File: src/rtl/wshb_arb_pkg.sv
// -----------------------------------------------------------------------------
// wshb_arb_pkg
// Shared types and helpers for the two-master Wishbone arbiter.
//   arb_state_t : owner FSM encoding (IDLE / OWN0 / OWN1)
//   cnt_width() : width of the per-grant ack counter for a given MAX_BURST
// -----------------------------------------------------------------------------
package wshb_arb_pkg;

    typedef enum logic [1:0] {
        IDLE = 2'd0,
        OWN0 = 2'd1,
        OWN1 = 2'd2
    } arb_state_t;

    // Counter must be able to hold MAX_BURST itself (saturation value for an
    // unlimited owner), hence +1 before the log.
    function automatic int cnt_width(input int max_burst);
        return $clog2(max_burst + 1);
    endfunction

endpackage

File: src/rtl/wshb_if_DATA_BYTES_2_ADDRESS_WIDTH_32.sv
// -----------------------------------------------------------------------------
// wshb_if_DATA_BYTES_2_ADDRESS_WIDTH_32
// Wishbone bus bundle, 16-bit data (2 byte lanes), 32-bit address.
//   master modport : drives cyc/stb/we/adr/dat_ms/sel/cti/bte, receives dat_sm/ack
//   slave  modport : mirror of master
// -----------------------------------------------------------------------------
interface wshb_if_DATA_BYTES_2_ADDRESS_WIDTH_32;

    logic        cyc;
    logic        stb;
    logic        we;
    logic [31:0] adr;
    logic [15:0] dat_ms;
    logic [15:0] dat_sm;
    logic [1:0]  sel;
    logic [2:0]  cti;
    logic [1:0]  bte;
    logic        ack;

    modport master (
        output cyc, stb, we, adr, dat_ms, sel, cti, bte,
        input  dat_sm, ack
    );

    modport slave (
        input  cyc, stb, we, adr, dat_ms, sel, cti, bte,
        output dat_sm, ack
    );

endinterface

File: src/rtl/wshb_arb_fsm.sv
// -----------------------------------------------------------------------------
// wshb_arb_fsm
// Owner FSM, per-grant ack counter and last-owner register of the two-master
// Wishbone arbiter.
//
// Ports
//   clk   in   Wishbone clock
//   rst   in   synchronous active-high reset
//   req0  in   master 0 request (cyc & stb)
//   req1  in   master 1 request (cyc & stb)
//   ack   in   slave-side ack
//   state out  current owner
//   last  out  last owner served (1 after reset so master 0 wins first tie)
//   cnt   out  acks collected by the current owner
//
// Build option: WSHB_ARB_FIXED_PRIO_EN -- master 0 wins every tie and is not
// subject to the MAX_BURST limit; master 1 stays limited.
//
// state | meaning
// ------+------------------------------
// IDLE  | no grant, wb_m quiet
// OWN0  | master 0 owns the slave port
// OWN1  | master 1 owns the slave port
// -----------------------------------------------------------------------------
module wshb_arb_fsm
    import wshb_arb_pkg::*;
#(
    parameter int MAX_BURST = 16,
    parameter int CNT_W     = cnt_width(MAX_BURST)
) (
    input  logic             clk,
    input  logic             rst,
    input  logic             req0,
    input  logic             req1,
    input  logic             ack,
    output arb_state_t       state,
    output logic             last,
    output logic [CNT_W-1:0] cnt
);

`ifdef WSHB_ARB_FIXED_PRIO_EN
    localparam bit FIXED_PRIO = 1'b1;
`else
    localparam bit FIXED_PRIO = 1'b0;
`endif

    // Master 0 escapes the burst limit only in fixed-priority builds.
    localparam bit LIMIT0 = !FIXED_PRIO;

    localparam logic [CNT_W-1:0] CNT_LAST = CNT_W'(MAX_BURST - 1);
    localparam logic [CNT_W-1:0] CNT_SAT  = CNT_W'(MAX_BURST);

    arb_state_t       state_nxt;
    logic             last_nxt;
    logic [CNT_W-1:0] cnt_nxt;
    logic             at_limit;

    assign at_limit = ack && (cnt == CNT_LAST);

    always_ff @(posedge clk) begin
        if (rst) begin
            state <= IDLE;
            last  <= 1'b1;
            cnt   <= '0;
        end else begin
            state <= state_nxt;
            last  <= last_nxt;
            cnt   <= cnt_nxt;
        end
    end

    always_comb begin
        state_nxt = state;
        last_nxt  = last;
        cnt_nxt   = cnt;

        unique case (state)
            IDLE: begin
                // A stray ack here is a slave protocol error and is ignored.
                if (req0 && req1) begin
                    state_nxt = (FIXED_PRIO || last) ? OWN0 : OWN1;
                end else if (req0) begin
                    state_nxt = OWN0;
                end else if (req1) begin
                    state_nxt = OWN1;
                end
            end

            OWN0: begin
                if (!req0 || (LIMIT0 && at_limit)) begin
                    // Hand straight over on the releasing edge: no bubble.
                    state_nxt = req1 ? OWN1 : IDLE;
                    last_nxt  = 1'b0;
                    cnt_nxt   = '0;
                end else if (ack && (cnt != CNT_SAT)) begin
                    // Saturate so an unlimited owner cannot wrap the counter.
                    cnt_nxt = cnt + 1'b1;
                end
            end

            OWN1: begin
                if (!req1 || at_limit) begin
                    state_nxt = req0 ? OWN0 : IDLE;
                    last_nxt  = 1'b1;
                    cnt_nxt   = '0;
                end else if (ack && (cnt != CNT_SAT)) begin
                    cnt_nxt = cnt + 1'b1;
                end
            end

            default: begin
                state_nxt = IDLE;
                cnt_nxt   = '0;
            end
        endcase
    end

endmodule

File: src/rtl/wshb_arbiter_2m.sv
// -----------------------------------------------------------------------------
// wshb_arbiter_2m
// Two-master Wishbone arbiter sharing the SDRAM-side port between the display
// reader (master 0) and the frame writer (master 1). Grant is registered;
// data and ack paths through an owned grant are purely combinational.
//
// Parameters
//   MAX_BURST  acks per grant before forced release (1..255)
//   ADR_W      forwarded address width, must equal the interface width (32)
//
// Ports
//   CLK    in   Wishbone clock
//   RST    in   synchronous active-high reset
//   wb_s0  slave modport, master 0 (display reader) attaches here
//   wb_s1  slave modport, master 1 (frame writer) attaches here
//   wb_m   master modport, towards the memory controller
//
// Build option: WSHB_ARB_FIXED_PRIO_EN (see wshb_arb_fsm).
// -----------------------------------------------------------------------------
module wshb_arbiter_2m
    import wshb_arb_pkg::*;
#(
    parameter int MAX_BURST = 16,
    parameter int ADR_W     = 32
) (
    input  logic                                  CLK,
    input  logic                                  RST,
    wshb_if_DATA_BYTES_2_ADDRESS_WIDTH_32.slave   wb_s0,
    wshb_if_DATA_BYTES_2_ADDRESS_WIDTH_32.slave   wb_s1,
    wshb_if_DATA_BYTES_2_ADDRESS_WIDTH_32.master  wb_m
);

    localparam int CNT_W = cnt_width(MAX_BURST);

    arb_state_t       state;
    logic             fsm_last;
    logic [CNT_W-1:0] fsm_cnt;
    logic             req0;
    logic             req1;
    logic [ADR_W-1:0] adr_mux;

    // The display master keeps cyc high permanently, so only cyc & stb counts
    // as a request.
    assign req0 = wb_s0.cyc & wb_s0.stb;
    assign req1 = wb_s1.cyc & wb_s1.stb;

    wshb_arb_fsm #(
        .MAX_BURST (MAX_BURST),
        .CNT_W     (CNT_W)
    ) u_fsm (
        .clk   (CLK),
        .rst   (RST),
        .req0  (req0),
        .req1  (req1),
        .ack   (wb_m.ack),
        .state (state),
        .last  (fsm_last),
        .cnt   (fsm_cnt)
    );

    // last/cnt only steer the FSM itself; they are brought out for debug.
    logic unused_fsm_status;
    assign unused_fsm_status = ^{fsm_last, fsm_cnt};

    always_comb begin
        wb_m.cyc    = 1'b0;
        wb_m.stb    = 1'b0;
        wb_m.we     = 1'b0;
        adr_mux     = '0;
        wb_m.dat_ms = '0;
        wb_m.sel    = '0;
        wb_m.cti    = '0;
        wb_m.bte    = '0;
        wb_s0.ack   = 1'b0;
        wb_s1.ack   = 1'b0;

        unique case (state)
            OWN0: begin
                wb_m.cyc    = wb_s0.cyc;
                wb_m.stb    = wb_s0.stb;
                wb_m.we     = wb_s0.we;
                adr_mux     = wb_s0.adr;
                wb_m.dat_ms = wb_s0.dat_ms;
                wb_m.sel    = wb_s0.sel;
                wb_m.cti    = wb_s0.cti;
                wb_m.bte    = wb_s0.bte;
                wb_s0.ack   = wb_m.ack;
            end
            OWN1: begin
                wb_m.cyc    = wb_s1.cyc;
                wb_m.stb    = wb_s1.stb;
                wb_m.we     = wb_s1.we;
                adr_mux     = wb_s1.adr;
                wb_m.dat_ms = wb_s1.dat_ms;
                wb_m.sel    = wb_s1.sel;
                wb_m.cti    = wb_s1.cti;
                wb_m.bte    = wb_s1.bte;
                wb_s1.ack   = wb_m.ack;
            end
            default: begin
                // No owner: bus quiet, any ack from the slave is dropped.
            end
        endcase
    end

    assign wb_m.adr = adr_mux;

    // Read data is harmless to broadcast; only the ack qualifies it.
    assign wb_s0.dat_sm = wb_m.dat_sm;
    assign wb_s1.dat_sm = wb_m.dat_sm;

endmodule

File: src/flat_wrapper.sv
// flat-port wrapper written by rule: the top's interface ports become plain ports
module wshb_arbiter_2m_flat import wshb_arb_pkg::*;
#(
    parameter int MAX_BURST = 16,
    parameter int ADR_W     = 32
)
  (CLK, RST, wb_s0_cyc, wb_s0_stb, wb_s0_we, wb_s0_adr, wb_s0_dat_ms, wb_s0_sel, wb_s0_cti, wb_s0_bte, wb_s0_dat_sm, wb_s0_ack, wb_s1_cyc, wb_s1_stb, wb_s1_we, wb_s1_adr, wb_s1_dat_ms, wb_s1_sel, wb_s1_cti, wb_s1_bte, wb_s1_dat_sm, wb_s1_ack, wb_m_cyc, wb_m_stb, wb_m_we, wb_m_adr, wb_m_dat_ms, wb_m_sel, wb_m_cti, wb_m_bte, wb_m_dat_sm, wb_m_ack);
  wshb_if_DATA_BYTES_2_ADDRESS_WIDTH_32 wb_s0_i ();
  wshb_if_DATA_BYTES_2_ADDRESS_WIDTH_32 wb_s1_i ();
  wshb_if_DATA_BYTES_2_ADDRESS_WIDTH_32 wb_m_i ();
  input  logic CLK;
  input  logic RST;
  input wire logic [$bits(wb_s0_i.cyc)-1:0] wb_s0_cyc;
  input wire logic [$bits(wb_s0_i.stb)-1:0] wb_s0_stb;
  input wire logic [$bits(wb_s0_i.we)-1:0] wb_s0_we;
  input wire logic [$bits(wb_s0_i.adr)-1:0] wb_s0_adr;
  input wire logic [$bits(wb_s0_i.dat_ms)-1:0] wb_s0_dat_ms;
  input wire logic [$bits(wb_s0_i.sel)-1:0] wb_s0_sel;
  input wire logic [$bits(wb_s0_i.cti)-1:0] wb_s0_cti;
  input wire logic [$bits(wb_s0_i.bte)-1:0] wb_s0_bte;
  output wire logic [$bits(wb_s0_i.dat_sm)-1:0] wb_s0_dat_sm;
  output wire logic [$bits(wb_s0_i.ack)-1:0] wb_s0_ack;
  input wire logic [$bits(wb_s1_i.cyc)-1:0] wb_s1_cyc;
  input wire logic [$bits(wb_s1_i.stb)-1:0] wb_s1_stb;
  input wire logic [$bits(wb_s1_i.we)-1:0] wb_s1_we;
  input wire logic [$bits(wb_s1_i.adr)-1:0] wb_s1_adr;
  input wire logic [$bits(wb_s1_i.dat_ms)-1:0] wb_s1_dat_ms;
  input wire logic [$bits(wb_s1_i.sel)-1:0] wb_s1_sel;
  input wire logic [$bits(wb_s1_i.cti)-1:0] wb_s1_cti;
  input wire logic [$bits(wb_s1_i.bte)-1:0] wb_s1_bte;
  output wire logic [$bits(wb_s1_i.dat_sm)-1:0] wb_s1_dat_sm;
  output wire logic [$bits(wb_s1_i.ack)-1:0] wb_s1_ack;
  output wire logic [$bits(wb_m_i.cyc)-1:0] wb_m_cyc;
  output wire logic [$bits(wb_m_i.stb)-1:0] wb_m_stb;
  output wire logic [$bits(wb_m_i.we)-1:0] wb_m_we;
  output wire logic [$bits(wb_m_i.adr)-1:0] wb_m_adr;
  output wire logic [$bits(wb_m_i.dat_ms)-1:0] wb_m_dat_ms;
  output wire logic [$bits(wb_m_i.sel)-1:0] wb_m_sel;
  output wire logic [$bits(wb_m_i.cti)-1:0] wb_m_cti;
  output wire logic [$bits(wb_m_i.bte)-1:0] wb_m_bte;
  input wire logic [$bits(wb_m_i.dat_sm)-1:0] wb_m_dat_sm;
  input wire logic [$bits(wb_m_i.ack)-1:0] wb_m_ack;
  assign wb_s0_i.cyc = wb_s0_cyc;
  assign wb_s0_i.stb = wb_s0_stb;
  assign wb_s0_i.we = wb_s0_we;
  assign wb_s0_i.adr = wb_s0_adr;
  assign wb_s0_i.dat_ms = wb_s0_dat_ms;
  assign wb_s0_i.sel = wb_s0_sel;
  assign wb_s0_i.cti = wb_s0_cti;
  assign wb_s0_i.bte = wb_s0_bte;
  assign wb_s0_dat_sm = wb_s0_i.dat_sm;
  assign wb_s0_ack = wb_s0_i.ack;
  assign wb_s1_i.cyc = wb_s1_cyc;
  assign wb_s1_i.stb = wb_s1_stb;
  assign wb_s1_i.we = wb_s1_we;
  assign wb_s1_i.adr = wb_s1_adr;
  assign wb_s1_i.dat_ms = wb_s1_dat_ms;
  assign wb_s1_i.sel = wb_s1_sel;
  assign wb_s1_i.cti = wb_s1_cti;
  assign wb_s1_i.bte = wb_s1_bte;
  assign wb_s1_dat_sm = wb_s1_i.dat_sm;
  assign wb_s1_ack = wb_s1_i.ack;
  assign wb_m_cyc = wb_m_i.cyc;
  assign wb_m_stb = wb_m_i.stb;
  assign wb_m_we = wb_m_i.we;
  assign wb_m_adr = wb_m_i.adr;
  assign wb_m_dat_ms = wb_m_i.dat_ms;
  assign wb_m_sel = wb_m_i.sel;
  assign wb_m_cti = wb_m_i.cti;
  assign wb_m_bte = wb_m_i.bte;
  assign wb_m_i.dat_sm = wb_m_dat_sm;
  assign wb_m_i.ack = wb_m_ack;
  wshb_arbiter_2m #(.MAX_BURST(MAX_BURST), .ADR_W(ADR_W)) u_core (.CLK(CLK), .RST(RST), .wb_s0(wb_s0_i), .wb_s1(wb_s1_i), .wb_m(wb_m_i));
endmodule
File: config.mk
export PLATFORM = sky130hd
export DESIGN_NAME = wshb_arbiter_2m_flat
export DESIGN_NICKNAME = d
export VERILOG_FILES = /design/src/rtl/wshb_arb_pkg.sv /design/src/rtl/wshb_if_DATA_BYTES_2_ADDRESS_WIDTH_32.sv /design/src/rtl/wshb_arb_fsm.sv /design/src/rtl/wshb_arbiter_2m.sv /design/src/flat_wrapper.sv
export SDC_FILE = /design/constraint.sdc
export NUM_CORES = 1
export LEC_CHECK = 0
export CORE_AREA = 2 2 87 89
export CTS_BUF_LIST = sky130_fd_sc_hd__clkbuf_8
export CTS_CLUSTER_DIAMETER = 150
export DETAILED_ROUTE_END_ITERATION = 8
export DIE_AREA = 0 0 89 91
export PLACE_DENSITY = 0.82
export SLEW_MARGIN = 20
export SYNTH_ARGS = -nofsm -noshare
export SYNTH_HDL_FRONTEND = slang
export SYNTH_SLANG_ARGS = --single-unit
File: constraint.sdc
create_clock -name CLK -period 3.2 [get_ports CLK]
set_clock_uncertainty 0.05 [all_clocks]
set_input_delay 0.48 -clock CLK [delete_from_list [all_inputs] [get_ports CLK]]
set_output_delay 0.48 -clock CLK [all_outputs]
set_load 0.02 [all_outputs]
==> impl_metrics.py <==
metrics = {
    "synth": {
        "synthMuxAreaShare_pct": 0,
        "synth_top_area_share_pct": 28.5,
        "synth_seq_cells": 8,
        "synth.most_common_cell": "nor2_1",
        "ys_async_sr_fraction_pct": 0,
        "synthAdderAreaFrac_pct": 5.74,
        "synth_warnings": 0,
        "synth-simple-area-share_pct": 23.8,
        "synth-compound-area-share_pct": 34.5,
        "avgSynthCellArea_sq_um": 6.61,
        "synthesis.instances": 231,
        "synth_commonest_cells": "63 x nor2_1, 58 x a22oi_1, 32 x buf_4",
        "synth_top_family_by_area": "compound AO/OA/AOI/OAI gates",
        "synth_seq_area_share_pct": 10.5,
        "syn_nets": 373,
        "ys.flop_type": "dfxtp_1",
        "synthTopCellsByArea": "a22oi_1 29%, buf_4 16%, nor2_1 15%, dfxtp_1 10%, ha_1 5.7%",
        "synth.distinct_cells": 29,
        "synth_top_area_cell": "a22oi_1",
        "synth_area_sq_mm": 0.00153,
        "synth_xor_area_share_pct": 1.72,
        "synth_edf_count": 0,
    },
    "route": {
        "vias_per_cell": 4.71,
        "drt_first_pass_iters": 4,
        "postRouteAntennaNets": 0,
        "drt_iter0_drc": 73,
        "drc_errors": 0,
        "vias": 2182,
        "wl_per_cell_microns": 15.1,
        "drt_wl_total_microns": 6990,
    },
    "floorplanning": {
        "io_pins": 227,
        "placementRows": 31,
        "die-height_microns": 91,
        "start_util_pct": 21.4,
        "dieArea_sq_mm": 0.00810,
        "core_sq_mm": 0.00714,
        "die_x_microns": 89,
    },
    "clock_tree": {
        "cts_made_buffers": 3,
        "clk_pin_slew_ns": 0.04,
        "cts-root-buf": "clkbuf_8",
        "post-cts-setup-buffer-count": 0,
        "clock_path_buffers": 2,
        "cts_tree": "yes",
        "ctsHtreeMaxLevel": 1,
        "ctsHoldBuffers": 0,
        "ctsResizeCount": 0,
        "clock_sinks": 8,
        "insertion_delay_ns": 0.23,
    },
    "finish": {
        "nFillCells": 727,
        "ff_latch_area_sq_um": 160,
        "drive_above_1_share_pct": 3.57,
        "syn2layout_area_growth_pct": 108,
        "antenna_cells": 0,
        "utilization_pct": 44.5,
        "finalNetCount": 508,
        "multi_input_area_sq_mm": 0.00101,
    },
    "setup_path": {
        "end_kind": "output pin",
        "crit_required_ns": 2.67,
        "critPathLaunchType": "flop",
        "arrival_ns": 2.46,
        "critPathKind": "reg -> out",
        "crit_path_max_fanout": 59,
    },
    "status": {
        "status": "finished, final reports clean",
    },
    "timing": {
        "slew_violations": 0,
        "finalCriticalPeriod_ns": 2.99,
        "period_share_pct": 93.6,
        "slew_headroom_pct": 35.6,
        "fin_ws_ns": 0.206,
        "hold_viol": 0,
        "finalSetupTns_ns": 0,
        "worst_pin_slew_ns": 0.966,
        "rsz0062_at_grt": "no",
        "max_clock_freq_ghz": 0.334,
        "setup_viol_count_final": 0,
    },
    "global_route": {
        "grt-ovfl-total": 0,
        "antenna_found_initial": 0,
        "grt_first_pass_wirelength_microns": 10000,
        "grt_max_degree": 60,
        "grt_pass1_vias": 2098,
        "grt_usage_pct": 15.4,
    },
    "placed_design": {
        "hpwl_microns": 5630,
        "gp_congestion": 0.808,
        "port_buffers": 178,
        "dp_slack_ns": 0.439,
    },
    "min_path": {
        "hold_path_class": "reg -> reg",
    },
    "power": {
        "power_density_mw_per_mm2": 195,
        "p_leak_nw": 1.05,
        "ir_worst_vdd_mv": 0.125,
    },
    "run": {
        "drv_cap": 0,
    },
}
==> layout by cell type (no fill, tap or decap), types with 2 or more instances in the layout <==
master	netlist	final
inv_1	7	7
a22oi_1	58	58
dfxtp_1	8	8
buf_4	32	4
and3_1	2	2
a21oi_1	6	6
and2_1	3	3
xor2_1	2	2
clkbuf_8	0	3
o21ai_0	3	3
nor2_1	63	63
nand2_1	3	3
nand3b_1	2	2
nand3_1	2	2
ha_1	7	5
ha_2	0	2
nand3_2	2	2
clkdlybuf4s50_1	0	178
==> area by class of cell <==
type                    count  share of cell area, %
clock buffers               3                   1.30
inverters                   8                  0.946
multi-input cells         163                   31.8
flip-flops and latches      8                   5.04
well taps                  99                   3.90
repair buffers            182                   57.1
==> per-stage QoR <==
stage / instances / area (sq um) / total power [W] / hold slack (ns)
final: 463 / 3180 / 0.000621 / 0.457
after global routing: 463 / 3180 / 0.000662 / 0.508
after CTS: 463 / 3180 / 0.000627 / 0.457
after detailed placement: 460 / 3130 / 0.000500 / 0.446
after global placement: 460 / 3130 / 0.000492 / 0.449
after floorplan: 231 / 1530 / 0.000340 / 0.422
==> logic make-up after synthesis <==
group / after synthesis
flops: 8
fa+ha+maj: 7
buf+inv: 60
simple gates: 82
xor+xnor: 3
compound gates: 71
==> routing by layer <==
| layer | track usage (%) | routed length [microns] |
|---|---|---|
| met5 | 0 | 0 |
| met4 | 4.73 | 127 |
| met3 | 2.45 | 538 |
| met2 | 29.5 | 3720 |
| met1 | 16.5 | 2610 |
==> worst max-delay path: stages (launching register included) <==
cell	delay, ns
dfxtp_1	0.36
inv_1	0.08
ha_1	0.34
inv_2	0.69
nor2_1	0.14
clkdlybuf4s50_1	0.58
==> worst paths after layout <==
check                              endpoint                                from  slack (ns)  depth (start not counted)
max                            wb_m_adr[24]  u_core.u_fsm.state[0]$_SDFFE_PP0P_        0.21                          5
min reg2reg  u_core.u_fsm.last$_SDFFE_PP1P_      u_core.u_fsm.last$_SDFFE_PP1P_        0.46                          2
min          u_core.u_fsm.last$_SDFFE_PP1P_      u_core.u_fsm.last$_SDFFE_PP1P_        0.46                          2
max reg2reg  u_core.u_fsm.last$_SDFFE_PP1P_  u_core.u_fsm.state[0]$_SDFFE_PP0P_        1.28                          5
==> sequential cells by signal, indices dropped and copies added, names as in the netlist <==
| signal | count |
|---|---|
| u_core.u_fsm.cnt | 5 |
| u_core.u_fsm.last | 1 |
| u_core.u_fsm.state | 2 |
==> report_power, final <==
part | total [W] | internal (W) | switching, W
combinational | 0.000386 | 0.000216 | 0.000171
clock | 0.000124 | 0.0000817 | 0.0000419
sequential | 0.000111 | 0.000106 | 0.00000498
total | 0.000621 | 0.000403 | 0.000217
Note: power is estimated with default switching activity, not from simulation.
